$ cat src/rtl/mtr_ramp_seq.sv
// Per-wheel duty sequencer: slew-limits signed speed commands once per PWM frame and inserts
// a zero-duty dwell before any direction reversal. Optional deadband kick via MTR_RAMP_KICK_EN.
module mtr_ramp_seq #(
    parameter int unsigned TICK_DIV    = 2048,
    parameter int unsigned STEP        = 16,
    parameter int unsigned DWELL_TICKS = 2,
    parameter int unsigned MIN_DUTY    = 64
) (
    input  logic        clk,
    input  logic        rst,
    input  logic [11:0] lft_cmd,
    input  logic [11:0] rght_cmd,
    input  logic        cmd_vld,
    input  logic        en,
    input  logic        flt,
    output logic [10:0] lft_spd,
    output logic        lft_rev,
    output logic [10:0] rght_spd,
    output logic        rght_rev,
    output logic        settled,
    output logic        flt_lat
);

    typedef enum logic [1:0] {StRun, StBrake, StDwell} ch_st_e;

`ifdef MTR_RAMP_KICK_EN
    localparam bit KickEn = 1'b1;
`else
    localparam bit KickEn = 1'b0;
`endif

    localparam logic [15:0] TickMax  = 16'(TICK_DIV - 1);
    localparam logic [10:0] StepW    = 11'(STEP);
    localparam logic [3:0]  DwellW   = 4'(DWELL_TICKS);
    localparam logic [10:0] KickDuty = (MIN_DUTY > 2047) ? 11'h7ff : 11'(MIN_DUTY);

    logic [15:0] cnt_q, cnt_d;
    logic        flt_lat_q, flt_lat_d;
    logic        tick;
    ch_st_e      st_q [2];
    ch_st_e      st_d [2];
    logic [10:0] mag_q [2];
    logic [10:0] mag_d [2];
    logic        rev_q [2];
    logic        rev_d [2];
    logic [3:0]  dwl_q [2];
    logic [3:0]  dwl_d [2];
    logic [10:0] tgt_mag_q [2];
    logic [10:0] tgt_mag_d [2];
    logic        tgt_dir_q [2];
    logic        tgt_dir_d [2];

    // One slew step of cur toward tgt, never passing it.
    function automatic logic [10:0] ramp(input logic [10:0] cur, input logic [10:0] tgt);
        logic [10:0] diff;
        logic [10:0] dlt;
        diff = (cur < tgt) ? (tgt - cur) : (cur - tgt);
        dlt  = (diff < StepW) ? diff : StepW;
        if (KickEn && cur == 11'd0 && tgt != 11'd0) begin
            ramp = (tgt < KickDuty) ? tgt : KickDuty;
        end else if (KickEn && tgt < cur && cur <= KickDuty) begin
            ramp = tgt;
        end else if (cur < tgt) begin
            ramp = cur + dlt;
        end else begin
            ramp = cur - dlt;
        end
    endfunction

    assign tick = (cnt_q == TickMax);

    always_comb begin
        logic [11:0] cmd [2];
        logic [11:0] neg;
        logic [10:0] eff;
        logic [10:0] nxt;
        cmd[0]    = lft_cmd;
        cmd[1]    = rght_cmd;
        neg       = '0;
        eff       = '0;
        nxt       = '0;
        cnt_d     = tick ? 16'd0 : cnt_q + 16'd1;
        flt_lat_d = flt_lat_q;
        st_d      = st_q;
        mag_d     = mag_q;
        rev_d     = rev_q;
        dwl_d     = dwl_q;
        tgt_mag_d = tgt_mag_q;
        tgt_dir_d = tgt_dir_q;
        for (int ch = 0; ch < 2; ch++) begin
            eff = en ? tgt_mag_q[ch] : 11'd0;
            if (tick) begin
                case (st_q[ch])
                    StDwell: begin
                        dwl_d[ch] = dwl_q[ch] - 4'd1;
                        if (dwl_q[ch] == 4'd1) begin
                            st_d[ch] = StRun;
                            if (tgt_dir_q[ch] != rev_q[ch]) begin
                                rev_d[ch] = ~rev_q[ch];
                            end
                        end
                    end
                    default: begin
                        // Reversal request: brake to zero first, then dwell.
                        if (tgt_dir_q[ch] != rev_q[ch] && eff != 11'd0) begin
                            nxt       = ramp(mag_q[ch], 11'd0);
                            mag_d[ch] = nxt;
                            if (nxt == 11'd0) begin
                                st_d[ch]  = StDwell;
                                dwl_d[ch] = DwellW;
                            end else begin
                                st_d[ch] = StBrake;
                            end
                        end else begin
                            mag_d[ch] = ramp(mag_q[ch], eff);
                            st_d[ch]  = StRun;
                        end
                    end
                endcase
            end
            if (cmd_vld) begin
                neg           = 12'd0 - cmd[ch];
                tgt_dir_d[ch] = cmd[ch][11];
                if (!cmd[ch][11]) begin
                    tgt_mag_d[ch] = cmd[ch][10:0];
                end else if (cmd[ch] == 12'h800) begin
                    tgt_mag_d[ch] = 11'h7ff;
                end else begin
                    tgt_mag_d[ch] = neg[10:0];
                end
            end
        end
        if (flt_lat_q || flt) begin
            flt_lat_d = 1'b1;
            for (int ch = 0; ch < 2; ch++) begin
                st_d[ch]      = StRun;
                mag_d[ch]     = '0;
                rev_d[ch]     = 1'b0;
                dwl_d[ch]     = '0;
                tgt_mag_d[ch] = '0;
                tgt_dir_d[ch] = 1'b0;
            end
        end
    end

    always_ff @(posedge clk) begin
        if (rst) begin
            cnt_q     <= '0;
            flt_lat_q <= 1'b0;
            for (int ch = 0; ch < 2; ch++) begin
                st_q[ch]      <= StRun;
                mag_q[ch]     <= '0;
                rev_q[ch]     <= 1'b0;
                dwl_q[ch]     <= '0;
                tgt_mag_q[ch] <= '0;
                tgt_dir_q[ch] <= 1'b0;
            end
        end else begin
            cnt_q     <= cnt_d;
            flt_lat_q <= flt_lat_d;
            st_q      <= st_d;
            mag_q     <= mag_d;
            rev_q     <= rev_d;
            dwl_q     <= dwl_d;
            tgt_mag_q <= tgt_mag_d;
            tgt_dir_q <= tgt_dir_d;
        end
    end

    always_comb begin
        logic [10:0] eff;
        eff     = '0;
        settled = ~flt_lat_q;
        for (int ch = 0; ch < 2; ch++) begin
            eff = en ? tgt_mag_q[ch] : 11'd0;
            if (st_q[ch] != StRun || mag_q[ch] != eff || rev_q[ch] != tgt_dir_q[ch]) begin
                settled = 1'b0;
            end
        end
    end

    assign lft_spd  = mag_q[0];
    assign lft_rev  = rev_q[0];
    assign rght_spd = mag_q[1];
    assign rght_rev = rev_q[1];
    assign flt_lat  = flt_lat_q;

endmodule

$ cat config.mk
export PLATFORM = sky130hd
export DESIGN_NAME = mtr_ramp_seq
export DESIGN_NICKNAME = d
export VERILOG_FILES = /design/src/rtl/mtr_ramp_seq.sv
export SDC_FILE = /design/constraint.sdc
export NUM_CORES = 1
export LEC_CHECK = 0
export BUFFER_PORTS_ARGS = -buffer_cell sky130_fd_sc_hd__buf_2
export CAP_MARGIN = 20
export CORE_ASPECT_RATIO = 0.75
export CORE_MARGIN = 4
export CORE_UTILIZATION = 50
export DETAILED_ROUTE_END_ITERATION = 7
export GPL_TIMING_DRIVEN = 0
export PLACE_DENSITY = 0.71
export SYNTH_ARGS = -nofsm -noshare
export SYNTH_HDL_FRONTEND = slang
export SYNTH_SLANG_ARGS = --single-unit
export TNS_END_PERCENT = 10
$ cat constraint.sdc
create_clock -name clk -period 8.8 [get_ports clk]
set_input_delay 2.64 -clock clk [delete_from_list [all_inputs] [get_ports clk]]
set_output_delay 2.64 -clock clk [all_outputs]
set_load 0.1 [all_outputs]
==> impl_results.md <==
- Non-filler instance count after layout: 1327
- Worst min path class: reg -> reg
- Root buf cell: clkbuf_16
- Worst Path Max Fanout: 14
- CTS max path bufs: 2
- Final min period: 8.43 ns
- # placed instances: around 1300
- Die Width: roughly 150 µm
- Fin util: a little under three fifths
- Row count: 39
- CP Class: in -> reg
- H-Tree Depth: 3
- Initial DRC Count: around 640
- # fillers: between 1000 and 1500
- Critical Path End Type: register
- DRC Markers: 0
- Worst skew pair latency: approximately 0.34 ns
- Fraction of layout cells with a size suffix above 1: about 10%
- NumNets Final: about 1200
- Final setup violation count: 0
- TritonCTS clock tree: yes
- GP Congestion: around 0.98
- Via density: approximately 5.8
- Clock transition at path regs: ~0.06 ns
- CP arrival: ~8.6 ns
- Worst slew margin: a little under two fifths
- HPWL after DPL: roughly 17000 µm
- Final Hold Viols: 0
- Core area: ~15000 µm²
- Worst vdd ir: approximately 0.10 mV
- CTS buffer count: 9
- Fraction of registers with async set/reset: 0%
- Storage cell area: 1540 µm²
- Cell count after synthesis: 1047
- Number of global-route vias before repair: a little over 7000
- First-pass GRT wire length: around 36000 µm
- Most frequent cells in the layout: nor2_1, ha_1, inv_1
- Data required, critical path: roughly 9.0 ns
- Main flop type after synthesis: dfxtp_1
- Netlist Area Pre-Place: approximately 7900 µm²
- Final Power: ~1100 µW
- I/O Pins: between 50 and 60
- Pre-antenna DRT Iters: 5
- Fin crit share: a little over nine tenths
- Static power due to leakage: 0.00373 µW
- Commonest non-fill, non-tap cell in the layout: nor2_1
- Largest net degree at the start of global routing: 15
- Initial Util: between 50% and 60%
- Area Overhead vs Synth: 11.6%
- DRT antenna net count: 0
- Final slew viol count: 0
- ANT cells: 0
- Status: finished, final reports clean
- Hold_buf cts: 0
- Die height: 117 µm
- YS warnings: 0
- Port Buf Inserts: 54
- Synthesized area per cell: ~7.5 µm²
- EDFF count, synth: 0
- Clock Sinks: 77
- DRT Wirelength: ~22000 µm
- WL/cell: around 16 µm
- Die area: around 18000 µm²
- GRT Residual Overflow: 0
- Worst-margin pin slew: ~0.93 ns
- Vias post-DR: 7705
- Area of the multi-input gates: between 5000 and 6000 µm²
- Pwr/cell area: 120 nW/µm²
- Fmax: around 0.12 GHz
- Global Route Usage Sum: around a quarter
- Type of origin of the critical path: input pin
- Max-cap viol count: 0
- Clock Skews: roughly 0.0066 ns
- Register area share after synthesis: approximately a fifth
- Initial antenna violation count: 0
- Flops & latches, synth: 77
- Yosys cell types: 73
## report_power, final
group          total (µW)  switching, µW  internal (µW)
clock                 376            150            227
combinational         318            182            137
sequential            358           4.12            354
total                1050            335            718
## repair_timing
action | 4_1_cts | 5_1_grt
resized for setup | 2 | 16
pin swaps | 1 | 5
hold endpoints to repair | 0 | 0
setup buffers | 1 | 4
gates cloned | 0 | 0
setup endpoints to repair | 8 | 8
## flip-flops by register name (all words and copies together) (netlist names)
name       count
rght_spd      11
rght_rev       1
lft_rev        1
dwl_q          8
lft_spd       11
cnt_q         16
tgt_dir_q      2
tgt_mag_q     22
st_q           4
flt_lat        1
## per-layer routing
metal / vias up / global-route usage [%] / wire length, µm
met4: 0 / 3.86 / 178
met3: 16 / 4.63 / 1640
met5: - / 0 / 0
li1: 3849 / - / -
met2: 265 / 37.7 / 9070
met1: 3575 / 36.8 / 11000
## metrics by stage
step | area (µm²) | setup WS (ns) | hold slack [ns] | setup TNS [ns]
global route | 8780 | -0.0310 | 0.508 | -0.0326
floorplan | 7870 | 0.0413 | 0.430 | 0
global placement | 8390 | -0.898 | 0.441 | -5.02
finish | 8780 | 0.369 | 0.462 | 0
detailed placement | 8390 | -0.920 | 0.453 | -5.06
CTS | 8700 | 0.00150 | 0.466 | 0
## worst paths after layout
check,from,endpoint,slack [ns],cells after the start
worst min-delay path,cnt_q[0]$_SDFF_PP0_,cnt_q[0]$_SDFF_PP0_,0.46,1
worst max register to register,rght_spd[1]$_SDFFE_PP0P_,rght_spd[10]$_SDFFE_PP0P_,2.36,26
worst max-delay path,en,rght_spd[10]$_SDFFE_PP0P_,0.37,28
worst min register to register,cnt_q[0]$_SDFF_PP0_,cnt_q[0]$_SDFF_PP0_,0.46,1
## synth_stat cells, drive strengths merged (10+ instances only)
cell | count | area share, %
a211oi | 22 | 2.2
a21o | 11 | 1.1
a21oi | 87 | 5.6
and3 | 12 | 0.95
buf | 12 | 0.88
clkbuf | 22 | 1.1
dfxtp | 77 | 20
ha | 93 | 15
inv | 91 | 4.3
mux2i | 16 | 2.0
nand2 | 89 | 4.2
nand2b | 14 | 1.1
nand3 | 23 | 1.6
nor2 | 112 | 5.4
nor2b | 18 | 1.4
nor3 | 27 | 1.7
nor4 | 10 | 1.1
o21a | 13 | 1.2
o21ai | 67 | 4.3
xnor2 | 46 | 5.1
xor2 | 38 | 4.2
## cell families after synthesis
| group | Yosys count | synth area share (%) |
|---|---|---|
| muxes | 19 | 2.47 |
| and+or+nand+nor | 356 | 22.1 |
| adders and majority gates | 101 | 16.8 |
| other | 1 | 0.0477 |
| AOI/OAI and AO/OA | 284 | 23.3 |
| xor gates and xnor gates | 84 | 9.36 |
| DFF | 77 | 19.6 |
| buffers and inverters | 125 | 6.27 |
## final cells by class
type	count	share of cell area, %
clock buffer	10	2.72
inverter	91	3.89
tap	205	2.92
sequential	77	17.6
buffer	33	1.74
timing repair buffer	59	3.54
clock inverter	6	0.699
multi-input combinational	846	66.9
## worst max-delay path, stage by stage
cell and delay, ns:
clkbuf_4 0.20, nand2_1 0.15, inv_1 0.08, ha_1 0.36
and2_1 0.24, a21boi_0 0.42, a211oi_4 0.17, nor2_4 0.29
mux2i_1 0.25, xor2_1 0.16, nand3_1 0.08, or4_1 0.63
clkbuf_2 0.23, a21o_1 0.18, ha_1 0.21, nor3_2 0.24
xnor2_1 0.16, ha_1 0.28, nor2b_1 0.16, o21ai_1 0.17
a21oi_1 0.10, o21ai_0 0.25, nand2b_1 0.09, a21oi_1 0.23
o21ai_1 0.15, mux2_2 0.29, o2111ai_1 0.09, o211ai_1 0.12
No activity file was read; power rests on OpenSTA's default activity.
